**src/rtl/axi_stream_real_source_pkg.sv**
```systemverilog
`default_nettype none
// ============================================================================
// Module      : axi_stream_real_source_pkg
// Description : Shared AXI-Stream structs, data width and FSM state encoding.
// Revision    : 1.0 - initial release
// ============================================================================
package axi_stream_real_source_pkg;

    localparam int DATA_W = 64;

    typedef enum logic [0:0] {
        FILL = 1'b0,
        SEND = 1'b1
    } state_t;

    typedef struct packed {
        logic tready;
    } axi_stream_masteri_slaveo_t;

    typedef struct packed {
        logic              tvalid;
        logic [DATA_W-1:0] tdata;
        logic              tlast;
    } axi_stream_mastero_slavei_t;

endpackage
`default_nettype wire

```
**src/rtl/axi_stream_real_source_if.sv**
```systemverilog
`default_nettype none
// ============================================================================
// Module      : axi_stream_real_source_if
// Description : AXI-Stream link between a master and a downstream slave.
// Revision    : 1.0 - initial release
// ============================================================================
interface axi_stream_real_source_if;
    import axi_stream_real_source_pkg::*;

    axi_stream_masteri_slaveo_t nexti;
    axi_stream_mastero_slavei_t nexto;

    modport master (input nexti, output nexto);
    modport slave  (input nexto, output nexti);

endinterface
`default_nettype wire

```
**src/rtl/axi_stream_frame_buf.sv**
```systemverilog
`default_nettype none
// ============================================================================
// Module      : axi_stream_frame_buf
// Description : DEPTH x DATA_W register file, synchronous write, async read.
// Revision    : 1.0 - initial release
// ============================================================================
module axi_stream_frame_buf
    import axi_stream_real_source_pkg::*;
#(
    parameter int DEPTH = 8
)(
    input  wire logic                           clk,
    input  wire logic                           i_we,
    input  wire logic [$clog2(DEPTH+1)-1:0]     i_waddr,
    input  wire logic [DATA_W-1:0]              i_wdata,
    input  wire logic [$clog2(DEPTH+1)-1:0]     i_raddr,
    output logic      [DATA_W-1:0]              o_rdata
);

    localparam int c_PTR_W = $clog2(DEPTH+1);

    logic [DATA_W-1:0] r_mem [DEPTH];

    always_ff @(posedge clk) begin
        for (int i = 0; i < DEPTH; i++) begin
            if (i_we && (i_waddr == c_PTR_W'(i))) begin
                r_mem[i] <= i_wdata;
            end
        end
    end

    // Out-of-range addresses read as zero.
    always_comb begin
        o_rdata = '0;
        for (int i = 0; i < DEPTH; i++) begin
            if (i_raddr == c_PTR_W'(i)) begin
                o_rdata = r_mem[i];
            end
        end
    end

endmodule
`default_nettype wire

```
**src/rtl/axi_stream_real_source.sv**
```systemverilog
`default_nettype none
// ============================================================================
// Module      : axi_stream_real_source
// Description : Buffers a frame of double words and sends it as one
//               AXI-Stream packet with TLAST on the final beat.
//               Optional macro AXIS_SRC_PROTOCOL_CHECK_EN adds sim checks.
// Revision    : 1.0 - initial release
// ============================================================================
module axi_stream_real_source
    import axi_stream_real_source_pkg::*;
#(
    parameter int DEPTH = 8
)(
    input  wire logic                  clk,
    input  wire logic                  rst,
    input  wire logic                  wr_en,
    input  wire logic [DATA_W-1:0]     wr_data,
    input  wire logic                  start,
    output logic                       busy,
    output logic                       frame_done,
    output logic                       wr_drop,
    axi_stream_real_source_if.master   axis
);

    localparam int                   c_PTR_W = $clog2(DEPTH+1);
    localparam logic [c_PTR_W-1:0]   c_DEPTH = c_PTR_W'(DEPTH);
    localparam logic [c_PTR_W-1:0]   c_ONE   = c_PTR_W'(1);

    state_t              r_state;
    logic [c_PTR_W-1:0]  r_count;
    logic [c_PTR_W-1:0]  r_rd_ptr;
    logic                r_tvalid;
    logic                r_tlast;
    logic [DATA_W-1:0]   r_tdata;
    logic                r_busy;
    logic                r_frame_done;
    logic                r_wr_drop;

    logic                w_wr_accept;
    logic                w_handshake;
    logic [c_PTR_W-1:0]  w_post_count;
    logic [c_PTR_W-1:0]  w_next_ptr;
    logic [c_PTR_W-1:0]  w_rd_addr;
    logic [DATA_W-1:0]   w_rd_data;
    logic [DATA_W-1:0]   w_first_word;

    assign w_wr_accept  = (r_state == FILL) && wr_en && (r_count < c_DEPTH);
    assign w_post_count = w_wr_accept ? (r_count + c_ONE) : r_count;
    assign w_handshake  = r_tvalid && axis.nexti.tready;
    assign w_next_ptr   = r_rd_ptr + c_ONE;
    // Look one beat ahead so the next TDATA can be registered on the handshake.
    assign w_rd_addr    = (r_state == SEND) ? w_next_ptr : '0;
    // A word written in the start cycle is not in the buffer yet.
    assign w_first_word = (w_wr_accept && (r_count == '0)) ? wr_data : w_rd_data;

    axi_stream_frame_buf #(
        .DEPTH   (DEPTH)
    ) u_frame_buf (
        .clk     (clk),
        .i_we    (w_wr_accept),
        .i_waddr (r_count),
        .i_wdata (wr_data),
        .i_raddr (w_rd_addr),
        .o_rdata (w_rd_data)
    );

    always_ff @(posedge clk or negedge rst) begin
        if (!rst) begin
            r_state      <= FILL;
            r_count      <= '0;
            r_rd_ptr     <= '0;
            r_tvalid     <= 1'b0;
            r_tlast      <= 1'b0;
            r_tdata      <= '0;
            r_busy       <= 1'b0;
            r_frame_done <= 1'b0;
            r_wr_drop    <= 1'b0;
        end else begin
            r_frame_done <= 1'b0;
            r_wr_drop    <= 1'b0;
            case (r_state)
                FILL: begin
                    r_wr_drop <= wr_en && !w_wr_accept;
                    r_count   <= w_post_count;
                    if (start && (w_post_count != '0)) begin
                        r_state  <= SEND;
                        r_rd_ptr <= '0;
                        r_tvalid <= 1'b1;
                        r_tdata  <= w_first_word;
                        r_tlast  <= (w_post_count == c_ONE);
                        r_busy   <= 1'b1;
                    end
                end
                SEND: begin
                    r_wr_drop <= wr_en;
                    if (w_handshake) begin
                        if (r_tlast) begin
                            r_state      <= FILL;
                            r_count      <= '0;
                            r_rd_ptr     <= '0;
                            r_tvalid     <= 1'b0;
                            r_tlast      <= 1'b0;
                            r_tdata      <= '0;
                            r_busy       <= 1'b0;
                            r_frame_done <= 1'b1;
                        end else begin
                            r_rd_ptr <= w_next_ptr;
                            r_tdata  <= w_rd_data;
                            r_tlast  <= (w_next_ptr == (r_count - c_ONE));
                        end
                    end
                end
                default: r_state <= FILL;
            endcase
        end
    end

    assign axis.nexto = '{tvalid: r_tvalid, tdata: r_tdata, tlast: r_tlast};
    assign busy       = r_busy;
    assign frame_done = r_frame_done;
    assign wr_drop    = r_wr_drop;

`ifdef AXIS_SRC_PROTOCOL_CHECK_EN
    logic              r_chk_stall;
    logic [DATA_W-1:0] r_chk_data;
    logic              r_chk_last;
    int unsigned       r_chk_stall_cnt;

    always_ff @(posedge clk or negedge rst) begin
        if (!rst) begin
            r_chk_stall     <= 1'b0;
            r_chk_data      <= '0;
            r_chk_last      <= 1'b0;
            r_chk_stall_cnt <= 0;
        end else begin
            r_chk_stall     <= axis.nexto.tvalid && !axis.nexti.tready;
            r_chk_data      <= axis.nexto.tdata;
            r_chk_last      <= axis.nexto.tlast;
            r_chk_stall_cnt <= (axis.nexto.tvalid && !axis.nexti.tready) ?
                               (r_chk_stall_cnt + 1) : 0;
            if (r_chk_stall && !axis.nexto.tvalid) begin
                $error("axis source: TVALID fell without a handshake");
                $finish;
            end
            if (r_chk_stall && ((axis.nexto.tdata != r_chk_data) ||
                                (axis.nexto.tlast != r_chk_last))) begin
                $error("axis source: TDATA/TLAST changed during backpressure");
                $finish;
            end
            if (axis.nexto.tlast && !axis.nexto.tvalid) begin
                $error("axis source: TLAST asserted without TVALID");
                $finish;
            end
            if (r_chk_stall_cnt > 100) begin
                $error("axis source: backpressure exceeded 100 cycles");
                $finish;
            end
        end
    end
`endif

endmodule
`default_nettype wire
```
**src/flat_wrapper.sv**
```systemverilog
// flat-port wrapper written by rule: the top's interface ports become plain ports
module axi_stream_real_source_flat import axi_stream_real_source_pkg::*;
#(
    parameter int DEPTH = 8
)
  (clk, rst, wr_en, wr_data, start, busy, frame_done, wr_drop, axis_nexti, axis_nexto);
  axi_stream_real_source_if axis_i ();
  input  wire logic clk;
  input  wire logic rst;
  input  wire logic wr_en;
  input  wire logic [DATA_W-1:0] wr_data;
  input  wire logic start;
  output logic busy;
  output logic frame_done;
  output logic wr_drop;
  input wire logic [$bits(axis_i.nexti)-1:0] axis_nexti;
  output wire logic [$bits(axis_i.nexto)-1:0] axis_nexto;
  assign axis_i.nexti = axis_nexti;
  assign axis_nexto = axis_i.nexto;
  axi_stream_real_source #(.DEPTH(DEPTH)) u_core (.clk(clk), .rst(rst), .wr_en(wr_en), .wr_data(wr_data), .start(start), .busy(busy), .frame_done(frame_done), .wr_drop(wr_drop), .axis(axis_i));
endmodule
```
**config.mk**
```make
export PLATFORM = sky130hd
export DESIGN_NAME = axi_stream_real_source_flat
export DESIGN_NICKNAME = d
export VERILOG_FILES = /design/src/rtl/axi_stream_real_source_pkg.sv /design/src/rtl/axi_stream_real_source_if.sv /design/src/rtl/axi_stream_frame_buf.sv /design/src/rtl/axi_stream_real_source.sv /design/src/flat_wrapper.sv
export SDC_FILE = /design/constraint.sdc
export NUM_CORES = 1
export LEC_CHECK = 0
export ABC_CLOCK_PERIOD_IN_PS = 9500
export CORE_MARGIN = 4
export CORE_UTILIZATION = 50
export CTS_CLUSTER_SIZE = 30
export DETAILED_ROUTE_END_ITERATION = 7
export HOLD_SLACK_MARGIN = 0.06
export PLACE_DENSITY = 0.69
export SKIP_LAST_GASP = 1
export SLEW_MARGIN = 20
export SYNTH_ARGS = -nofsm -noshare
export SYNTH_HDL_FRONTEND = slang
export SYNTH_SLANG_ARGS = --single-unit
```
**constraint.sdc**
```tcl
create_clock -name clk -period 9.5 [get_ports clk]
set_clock_uncertainty 0.15 [all_clocks]
set_input_delay 2.375 -clock clk [delete_from_list [all_inputs] [get_ports clk]]
set_output_delay 2.375 -clock clk [all_outputs]
set_load 0.005 [all_outputs]
```
After elaboration in Yosys (flattened, before gate mapping)
Memory sizes are Yosys's and may differ from the RTL's.
Cells that the tools add are included.
{"block": "totals", "ff_bits": 77, "latchBits": 0, "ramBits": 512, "romBits": 0, "inputBits": 69, "output_inout_bits": 69, "word_cells": 135, "memories": 1}
{"block": "classes", "addsub": 3, "mul": 0, "div": 0, "order_cmp": 1, "eq_ne": 19, "n_shift": 0, "n_mux": 75, "bitwise_logic": 1, "reduce_logical": 27}
{"memory": "u_core.u_frame_buf.r_mem", "words": 8, "width": 64, "read_ports": 8, "rd_ports_with_merged_regs": 0, "wr": 1, "line": "axi_stream_frame_buf.sv:22", "text": "logic [DATA_W-1:0] r_mem [DEPTH];"}
{"cell": "64-bit two-way mux", "count": 19}
{"cell": "64-bit OR reduction", "count": 7}
{"cell": "64-bit one-hot mux with 2 select lines", "count": 1}
{"cell": "1-bit two-way mux", "count": 35}
{"cell": "4-bit by 3-bit equality test with 1-bit output (second input constant)", "count": 8}
{"cell": "4-bit two-way mux", "count": 7}
{"cell": "3-bit two-way mux", "count": 7}
{"cell": "4-bit by 2-bit equality test with 1-bit output (second input constant)", "count": 4}
{"cell": "4-bit one-hot mux with 2 select lines", "count": 2}
{"cell": "1-bit logical AND", "count": 13}
{"cell": "4-bit by 1-bit equality test with 1-bit output (second input constant)", "count": 3}
{"cell": "4-bit by 1-bit adder with 4-bit output (second input constant)", "count": 2}
{"cell": "4-bit zero test", "count": 2}
{"cell": "1-bit one-hot mux with 2 select lines", "count": 4}
{"cell": "2-bit != test (second input constant)", "count": 3}
{"cell": "4-bit equality test", "count": 1}
{"cell": "4-bit less-than comparator (second input constant)", "count": 1}
{"cell": "2-bit AND reduction", "count": 2}
{"cell": "4-bit nonzero test", "count": 1}
{"cell": "4-bit by 1-bit subtractor with 4-bit output (second input constant)", "count": 1}
{"cell": "3-bit AND reduction", "count": 1}
{"cell": "1-bit zero test", "count": 1}
{"cell": "1-bit inverter", "count": 1}

Depth between registers and ports, before layout
Gate-level depths: netlist (run 1).
{"block": "logic_depth", "word_depth": 14, "ltp_mapped": 11, "mapped_depth_nobuf": 8}

Hierarchy
A second synthesis (run 1) with hierarchy kept.
{"block": "hier_totals", "cells_unflattened": 1357, "hier_area_um2": 23981.8}
{"mod": "axi_stream_frame_buf", "instances": 1, "cells_each": 1053, "area_per_inst_um2": 19951.6, "seq_area_each_um2": 15374.7}
{"mod": "axi_stream_real_source", "instances": 1, "cells_each": 304, "area_per_inst_um2": 4030.1, "seq_area_each_um2": 1926.8}

Worst setup path after synthesis (run 1)
Ideal clock, no wire load.
{"block": "synth_path", "kind": "input port to flip-flop", "from": "input wr_en", "to": "memory u_core.u_frame_buf.r_mem[2][0], in the netlist u_core.u_frame_buf.r_mem[0][128] (enable)", "setup_ps": 578, "t_arrival_ps": 7113, "required_ps": 8772, "setup_slack_ps": 1659, "stages": 2, "path_buffers": 0, "cell_sequence": "nand2_1 -> nor3b_1"}
{"block": "synth_between", "elab_chain_cells": 13, "elab_cells_between_ends": 47, "classes_between": "mux (30); reduce/logical (17)"}
{"item": "start, declared", "line": "flat_wrapper.sv:10", "text": "input wire logic wr_en;"}
{"item": "1-bit logical AND (*) (2 in series)", "line": "axi_stream_real_source.sv:47", "text": "assign w_wr_accept = (r_state == FILL) && wr_en && (r_count < c_DEPTH);"}
{"item": "1-bit logical AND", "line": "axi_stream_frame_buf.sv:26", "text": "if (i_we && (i_waddr == c_PTR_W'(i))) begin"}
{"item": "1-bit two-way mux", "line": "axi_stream_frame_buf.sv:26"}
{"item": "1-bit two-way mux (implied by the code)", "line": "axi_stream_frame_buf.sv:27", "text": "r_mem[i] <= i_wdata;"}
{"item": "64-bit OR reduction (no line)"}
{"item": "3-bit two-way mux (no line) / 1-bit two-way mux (equally long branches) (7 in series)"}
{"item": "end, declared", "line": "axi_stream_frame_buf.sv:22"}
Mark *: on every way between the ends. The rest lies on a longest branch, timed or not.

Final worst setup path (run 1)
{"block": "layout_path", "from": "input wr_en", "to": "register u_core.r_tdata[51]"}
{"block": "layout_between", "elab_chain_cells": 7, "elab_cells_between_ends": 11, "classes_between": "eq/ne (1); mux (4); reduce/logical (6)"}
{"item": "1-bit logical AND (*) (2 in series)", "line": "axi_stream_real_source.sv:47"}
{"item": "4-bit two-way mux", "line": "axi_stream_real_source.sv:48", "text": "assign w_post_count = w_wr_accept ? (r_count + c_ONE) : r_count;"}
{"item": "4-bit nonzero test", "line": "axi_stream_real_source.sv:85", "text": "if (start && (w_post_count != '0)) begin"}
{"item": "1-bit logical AND", "line": "axi_stream_real_source.sv:85"}
{"item": "2-bit != test (no line)"}
{"item": "2-bit AND reduction (no line)"}
{"item": "end signal, assigned", "line": "axi_stream_real_source.sv:89", "text": "r_tdata <= w_first_word;"}
{"item": "end signal, assigned", "line": "axi_stream_real_source.sv:108", "text": "r_tdata <= w_rd_data;"}
{"item": "end, declared", "line": "axi_stream_real_source.sv:34", "text": "logic [DATA_W-1:0] r_tdata;"}
Mark *: on every way between the ends. The rest lies on a longest branch, timed or not. The select of a mux whose other input is x is not followed.
A chain may end at the register's enable or synchronous reset.

==> summary.md, run 1 <==
| Metric | Value |
|---|---|
| Clk buf depth | `3` |
| Via/cell ratio | `6.50` |
| Setup TNS | `0 ns` |
| I/O Buffers | `137` |
| Clk sinks | `589` |
| Critical Path, Cell by Cell | `clkdlybuf4s50_1 > nor3b_4 > nand3b_1 > buf_4 > inv_4 > buf_4 > a222oi_1 > nand3_1 > a22o_1` |
| WL/cell | `26.9 µm` |
| Non-filler cells, final | `2413` |
| Total Power | `between 8 and 9 mW` |
| Fmax | `between 150 and 200 MHz` |
| Share of layout cells above drive strength 1 | `8.98%` |
| Post-Synthesis Cell Area | `0.0240 mm²` |
| # DRC | `0` |
| Tmin final | `~5.8 ns` |
| Row cnt | `79` |
| Most frequent cell on the critical path | `buf_4` |
| Worst EP arrival | `between 6 and 7 ns` |
| Placed insts | `about 2300` |
| Final Hold Viols | `0` |
| Initial Util | `51.0%` |
| Worst VDD drop | `0.000215 V` |
| # hold bufs at CTS | `0` |
| Synthesized flop and latch total | `589` |
| Syn Nets | `1730` |
| CP max-delay cell | `buf_4` |
| Sequential-to-total area share from yosys stat | `roughly 72%` |
| Via count | `15700` |
| Crit path launch type | `primary input` |
| Crit path capture type | `flip-flop` |
| Worst hold-check path type | `flip-flop to flip-flop` |
| Post-layout util | `59.3%` |
| FFs w/ async S/R, synth | `13.1%` |
| Ys flop type | `edfxtp_1` |
| Total GRT Usage | `around 25%` |
| Die Area | `0.0515 mm²` |
| Die H | `approximately 230 µm` |
| CP delay by family, top | `buffers and inverters` |
| Overflow after GRT | `0` |
| Clock-pin slew on the worst setup and hold paths | `around 0.06 ns` |
| Cts repair resizes | `0` |
| Pre-antenna DRT Iters | `7` |
| Slew HR | `22.5%` |
| First-pass GRT wire length | `approximately 96 mm` |
| Latest clock arrival within the worst-skew pair | `0.62 ns` |
| Synth Area per Inst | `14.5 µm²` |
| Root Buffer | `clkbuf_16` |
| Final period util | `between 60 and 70%` |
| Final setup viols | `0` |
| YS warnings | `0` |
| Largest net degree at the start of global routing | `78` |
| Net count, final | `~1800` |
| Num CTS Buffers | `57` |
| CP Class | `primary input to flip-flop` |
| Vias in the first global route | `approximately 16000` |
| CP required | `9.90 ns` |
| Status | `finished, final reports clean` |
| Worst Max-Slew Pin Slew | `1.16 ns` |
| Antenna violations before repair | `5` |
| Synth Area in Adders | `0.313%` |
| Synth unique cells | `~60` |
| H-tree depth | `2` |
| Synth Area in XOR/XNOR | `0.402%` |
| Core Area | `0.0470 mm²` |
| Fill cells | `3578` |
| Clock tree from TritonCTS | `yes` |
| P&R area growth vs syn | `16.1%` |
| Max FO, Critical Path | `77` |
| Cells after Synth | `1655` |
| Post-synth EDFFs | `512` |
| Buffers plus inverters on the worst setup path | `4` |
| Simple-Gate Fraction of Synth Area | `7.05%` |
| Die W | `227 µm` |
| Leak Pwr | `9.34 nW` |
| Gpl congestion | `0.773` |
| Final Max Tran Viols | `0` |
| Worst R2R Setup Slack | `5.10 ns` |
| Combinational family with the most area after synthesis | `compound AO/OA/AOI/OAI gates` |
| Register Area | `0.0173 mm²` |
| Boundary Pins | `138` |
| Setup Fix Bufs, Post-CTS | `0` |
| Initial DRC count | `2124` |
| Area of the multi-input gates | `0.00615 mm²` |
| Power density cells | `~320 mW/mm²` |
| Antenna-violating nets left | `0` |
| Max Cap Violations | `0` |
| Unrepaired setup endpoints after global routing | `no` |
| Final WL | `64.9 mm` |
| Slowest stage delay, CP | `just over 0.9 ns` |
| Post-synthesis mux area share | `3.74%` |
| Hpwl dp | `between 30 and 40 mm` |
| Compound-Gate Fraction of Synth Area | `around 14%` |
==> metrics by stage <==
stage | hold slack (ns) | setup slack, ns | cell area (µm²)
after detailed placement | 0.335 | 3.20 | 25900
after global routing | 0.350 | 3.59 | 27800
final | 0.349 | 3.74 | 27800
after CTS | 0.349 | 3.84 | 27800
after floorplan | 0.339 | 1.66 | 24000
after global placement | 0.336 | 3.29 | 25900
==> cells by family (layout without fill, tap and decap cells) <==
kind of cell,Yosys count,in the layout
other cells,0,1
xor+xnor,11,11
flops,589,589
fa+ha+maj,6,6
mux,87,87
compound gates,445,445
buf+inv,154,304
simple gates,363,363
==> power by group <==
group	leakage [nW]	total, mW	switching [mW]	internal (mW)
Sequential	5.59	3.34	0.232	3.11
Combinational	2.85	3.23	1.95	1.28
Clock	0.895	2.26	0.949	1.31
Total	9.34	8.82	3.13	5.70
==> metal layers <==
layer | GRT usage [%] | part of all wire, % | vias up
met5 | 0 | 0.074 | -
met4 | 7.70 | 2.5 | 8
met3 | 5.20 | 9.2 | 137
met2 | 40.0 | 48 | 859
met1 | 33.9 | 40 | 7935
li1 | - | - | 6738
==> registers in the layout, indices dropped and copies added (netlist names), 4 cells and up <==
| name | count |
|---|---|
| u_core.u_frame_buf.r_mem | 512 |
| u_core.r_tdata | 64 |
| u_core.r_count | 4 |
| u_core.r_rd_ptr | 4 |
==> final cells by class <==
class / instances / area share, %
clock inverters: 17 / 0.850
flip-flops and latches: 589 / 62.2
well taps: 607 / 2.73
clock buffers: 90 / 5.83
diodes: 1 / 0.00899
multi-input cells: 912 / 22.1
repair buffers: 171 / 5.96
inverters: 26 / 0.360
==> final timing paths <==
path	from	endpoint	depth (start not counted)
worst max-delay path	wr_en	u_core.r_tdata[51]	9
worst min-delay path	u_core.r_tdata[53]	u_core.r_tdata[53]	1
worst max register to register	u_core.r_rd_ptr[0]	u_core.r_tdata[16]	8
worst min register to register	u_core.r_tdata[53]	u_core.r_tdata[53]	1
max in group asynchronous	rst	u_core.r_tdata[11]	2
min in group asynchronous	rst	u_core.r_tdata[18]	1
==> cell usage after synthesis (all sizes together) (41+ instances only) <==
cell / count / area share (%)
dfrtp: 77 / 8.0
o21ai: 91 / 1.9
nand2: 161 / 2.5
nand4: 61 / 1.6
edfxtp: 512 / 64
a22oi: 41 / 1.3
a222oi: 43 / 1.8
a21oi: 107 / 2.3
clkbuf: 75 / 1.2
nor2: 72 / 1.1
a2bb2oi: 41 / 1.5
a22o: 45 / 1.6
buf: 53 / 1.2
a32o: 42 / 1.8
mux2i: 66 / 2.8
==> placed cells by master, fill, tap and decap left out, drive strengths merged, types with 41 or more instances in the layout <==
cell type and count:
a21oi 107, a222oi 43, a22o 45, a22oi 41, a2bb2oi 41, a32o 42
clkbuf 90, clkdlybuf4s50 136, dfrtp 77, edfxtp 512, mux2i 66, nand2 161
nand4 61, nor2 72, o21ai 91
==> worst register-to-register path: cells and delay by family (launching register included) <==
family                 cells  cell delay, ns
AND/OR/NAND/NOR            4            1.34
buffers and inverters      2            1.17
flip-flops                 1            1.01
AO/OA/AOI/OAI              2            0.63
Note: power is estimated with default switching activity, not from simulation.
==> run 2: changes to the inputs <==
--- a/config.mk
+++ b/config.mk
@@ -5,7 +5,7 @@
 export SDC_FILE = /design/constraint.sdc
 export NUM_CORES = 1
 export LEC_CHECK = 0
-export ABC_CLOCK_PERIOD_IN_PS = 9500
+export ABC_CLOCK_PERIOD_IN_PS = 5620
 export CORE_MARGIN = 4
 export CORE_UTILIZATION = 50
 export CTS_CLUSTER_SIZE = 30
==> constraint.sdc (replaced) <==
create_clock -name clk -period 5.62 [get_ports clk]
set_clock_uncertainty 0.15 [all_clocks]
set_input_delay 1.405 -clock clk [delete_from_list [all_inputs] [get_ports clk]]
set_output_delay 1.405 -clock clk [all_outputs]
set_load 0.005 [all_outputs]
==> run 2 against run 1 <==
Effect of this change:
- the run now ends with design-rule violations left
- die area stayed put
- sequential share of layout area is 0.26 points lower
- count of clock-buffer cells in the layout is 2 lower
- largest power group unchanged
==> summary.md, run 2 (synthesized netlist as in run 1, its figures left out) <==
| Metric | Value |
|---|---|
| Clk buf depth | `3 (unchanged)` |
| Overflow after GRT | `0 (unchanged)` |
| Top flop regs | `u_core.u_frame_buf.r_mem: 512 flops, u_core.r_tdata: 64 flops (unchanged)` |
| First-pass GRT wire length | `97.5 mm (was 96.4 mm)` |
| Clock-pin slew on the worst setup and hold paths | `0.07 ns (was 0.06 ns)` |
| WL/cell | `26.9 µm (about the same)` |
| Leak Pwr | `9.41 nW (was 9.34 nW)` |
| Setup Fix Bufs, Post-CTS | `0 (unchanged)` |
| Die H | `227 µm (unchanged)` |
| CP max-delay cell | `buf_4 (unchanged)` |
| Critical Path, Cell by Cell | `ha_2 > buf_4 > and2_4 > buf_4 > a22o_1 > nand2_1 > nand4_1 > a32o_1 (was clkdlybuf4s50_1 > nor3b_4 > nand3b_1 > buf_4 > inv_4 > buf_4 > a222oi_1 > nand3_1 > a22o_1)` |
| Most common cell after layout, fill and taps aside | `edfxtp_1 (unchanged)` |
| Crit path capture type | `flip-flop (unchanged)` |
| Hpwl dp | `33.9 mm (was 32.2 mm)` |
| Initial Util | `51.0% (unchanged)` |
| Latest clock arrival within the worst-skew pair | `0.63 ns (was 0.62 ns)` |
| Non-filler cells, final | `2427 (was 2413)` |
| Share of layout cells above drive strength 1 | `9.62% (was 8.98%)` |
| Placed insts | `2315 (was 2304)` |
| Final setup viols | `0 (unchanged)` |
| # DRC | `1 (was 0)` |
| I/O Buffers | `137 (unchanged)` |
| Row cnt | `79 (unchanged)` |
| Unrepaired setup endpoints after global routing | `no (unchanged)` |
| Gpl congestion | `0.795 (was 0.773)` |
| Core Area | `0.0470 mm² (unchanged)` |
| Tmin final | `4.22 ns` |
| Final Hold Viols | `0 (unchanged)` |
| Worst Max-Slew Pin Slew | `1.20 ns (was 1.16 ns)` |
| Fill cells | `3532 (was 3578)` |
| Max FO, Critical Path | `63 (was 77)` |
| Final WL | `65.2 mm (was 64.9 mm)` |
| Cts repair resizes | `0 (unchanged)` |
| Commonest non-fill, non-tap cells in the layout | `512 x edfxtp_1, 161 x nand2_1, 136 x clkdlybuf4s50_1, 106 x a21oi_1, 76 x dfrtp_1 (unchanged)` |
| Slowest stage delay, CP | `0.75 ns (was 0.93 ns)` |
| Hold Crit Depth | `1 (unchanged)` |
| Antenna violations before repair | `5 (unchanged)` |
| Final Max Tran Viols | `0 (unchanged)` |
| Antenna-violating nets left | `0 (unchanged)` |
| Num CTS Buffers | `59 (was 57)` |
| Crit path launch type | `flip-flop (was primary input)` |
| P&R area growth vs syn | `16.6% (was 16.1%)` |
| Clk sinks | `589 (unchanged)` |
| Fmax | `237 MHz` |
| Root Buffer | `clkbuf_16 (unchanged)` |
| Initial DRC count | `2147 (was 2124)` |
| Setup TNS | `0 ns (unchanged)` |
| Worst VDD drop | `0.000396 V (was 0.000215 V)` |
| CP required | `6.02 ns (was 9.90 ns)` |
| Worst R2R Setup Slack | `1.40 ns (was 5.10 ns)` |
| Status | `finished with violations (was finished, final reports clean)` |
| Net count, final | `1845 (was 1832)` |
| Die Area | `0.0515 mm² (unchanged)` |
| Via/cell ratio | `6.51 (was 6.50)` |
| CP Class | `flip-flop to flip-flop (was primary input to flip-flop)` |
| Vias in the first global route | `15800 (was 15700)` |
| Clock tree from TritonCTS | `yes (unchanged)` |
| Top reg by flops | `u_core.u_frame_buf.r_mem (unchanged)` |
| Final period util | `75.1%` |
| # hold bufs at CTS | `0 (unchanged)` |
| Power density cells | `535 mW/mm² (was 317 mW/mm²)` |
| Most frequent cell on the critical path | `buf_4 (unchanged)` |
| Total GRT Usage | `24.9% (was 24.6%)` |
| Worst hold-check path type | `flip-flop to flip-flop (unchanged)` |
| Total Power | `14.9 mW (was 8.82 mW)` |
| Pre-antenna DRT Iters | `8 (was 7)` |
| H-tree depth | `2 (unchanged)` |
| Slew HR | `19.8% (was 22.5%)` |
| Worst reg2reg path depth | `8 (unchanged)` |
| Boundary Pins | `138 (unchanged)` |
| Die W | `227 µm (unchanged)` |
| Via count | `15800 (was 15700)` |
| Worst EP arrival | `4.62 ns (was 6.16 ns)` |
| Max reg flops | `512 (unchanged)` |
| Largest net degree at the start of global routing | `64 (was 78)` |
| Failing checks | `design-rule violations` |
| Max Cap Violations | `0 (unchanged)` |
run 2: cell type report:
type                       count  area, µm²  share of cell area, %
sequential                   589      17300                   61.9
clock inverter                22        215                  0.770
timing repair buffer         182       1790                   6.39
antenna                        1       2.50                0.00895
inverter                      26        100                  0.358
clock buffer                  88       1650                   5.89
multi-input combinational    912       6130                   21.9
tap                          607        759                   2.72
run 2: path summary, 6_finish.rpt:
kind / startpoint / endpoint
worst max-delay path: u_core.r_rd_ptr[0] / u_core.r_tdata[36]
worst min-delay path: u_core.r_tdata[36] / u_core.r_tdata[36]
worst max register to register: u_core.r_rd_ptr[0] / u_core.r_tdata[36]
worst min register to register: u_core.r_tdata[36] / u_core.r_tdata[36]
max in group asynchronous: rst / u_core.r_tdata[36]
min in group asynchronous: rst / u_core.r_tdata[26]
run 2: power by group:
part           leakage, nW  switching [mW]  internal (mW)
Sequential            5.59           0.360           5.25
Clock                0.905            1.64           2.17
Combinational         2.92            3.33           2.20
run 2: per-stage QoR:
step	hold slack, ns	utilization (%)	setup slack (ns)	instance area, µm²
after global placement	0.346	55.5	1.40	26100
after global routing	0.379	59.5	1.24	27900
after CTS	0.363	59.5	1.45	27900
after floorplan	0.339	-	-1.25	24000
after detailed placement	0.349	55.5	1.26	26100
final	0.361	59.5	1.40	27900
run 2: critical path: cells and delay by family (launching register included):
kind,cells,cell delay (ns)
buf+inv,2,1.42
flops,1,0.66
compound gates,2,0.43
fa+ha+maj,1,0.72
simple gates,3,0.66
run 2: metal layers:
layer | vias to the layer above | track usage, % | routed length [µm]
li1 | 6775 | - | -
met1 | 7988 | 33.8 | 25800
met2 | 903 | 40.8 | 31500
met3 | 138 | 5.23 | 6050
met4 | 6 | 8.23 | 1740
met5 | - | 0 | 41
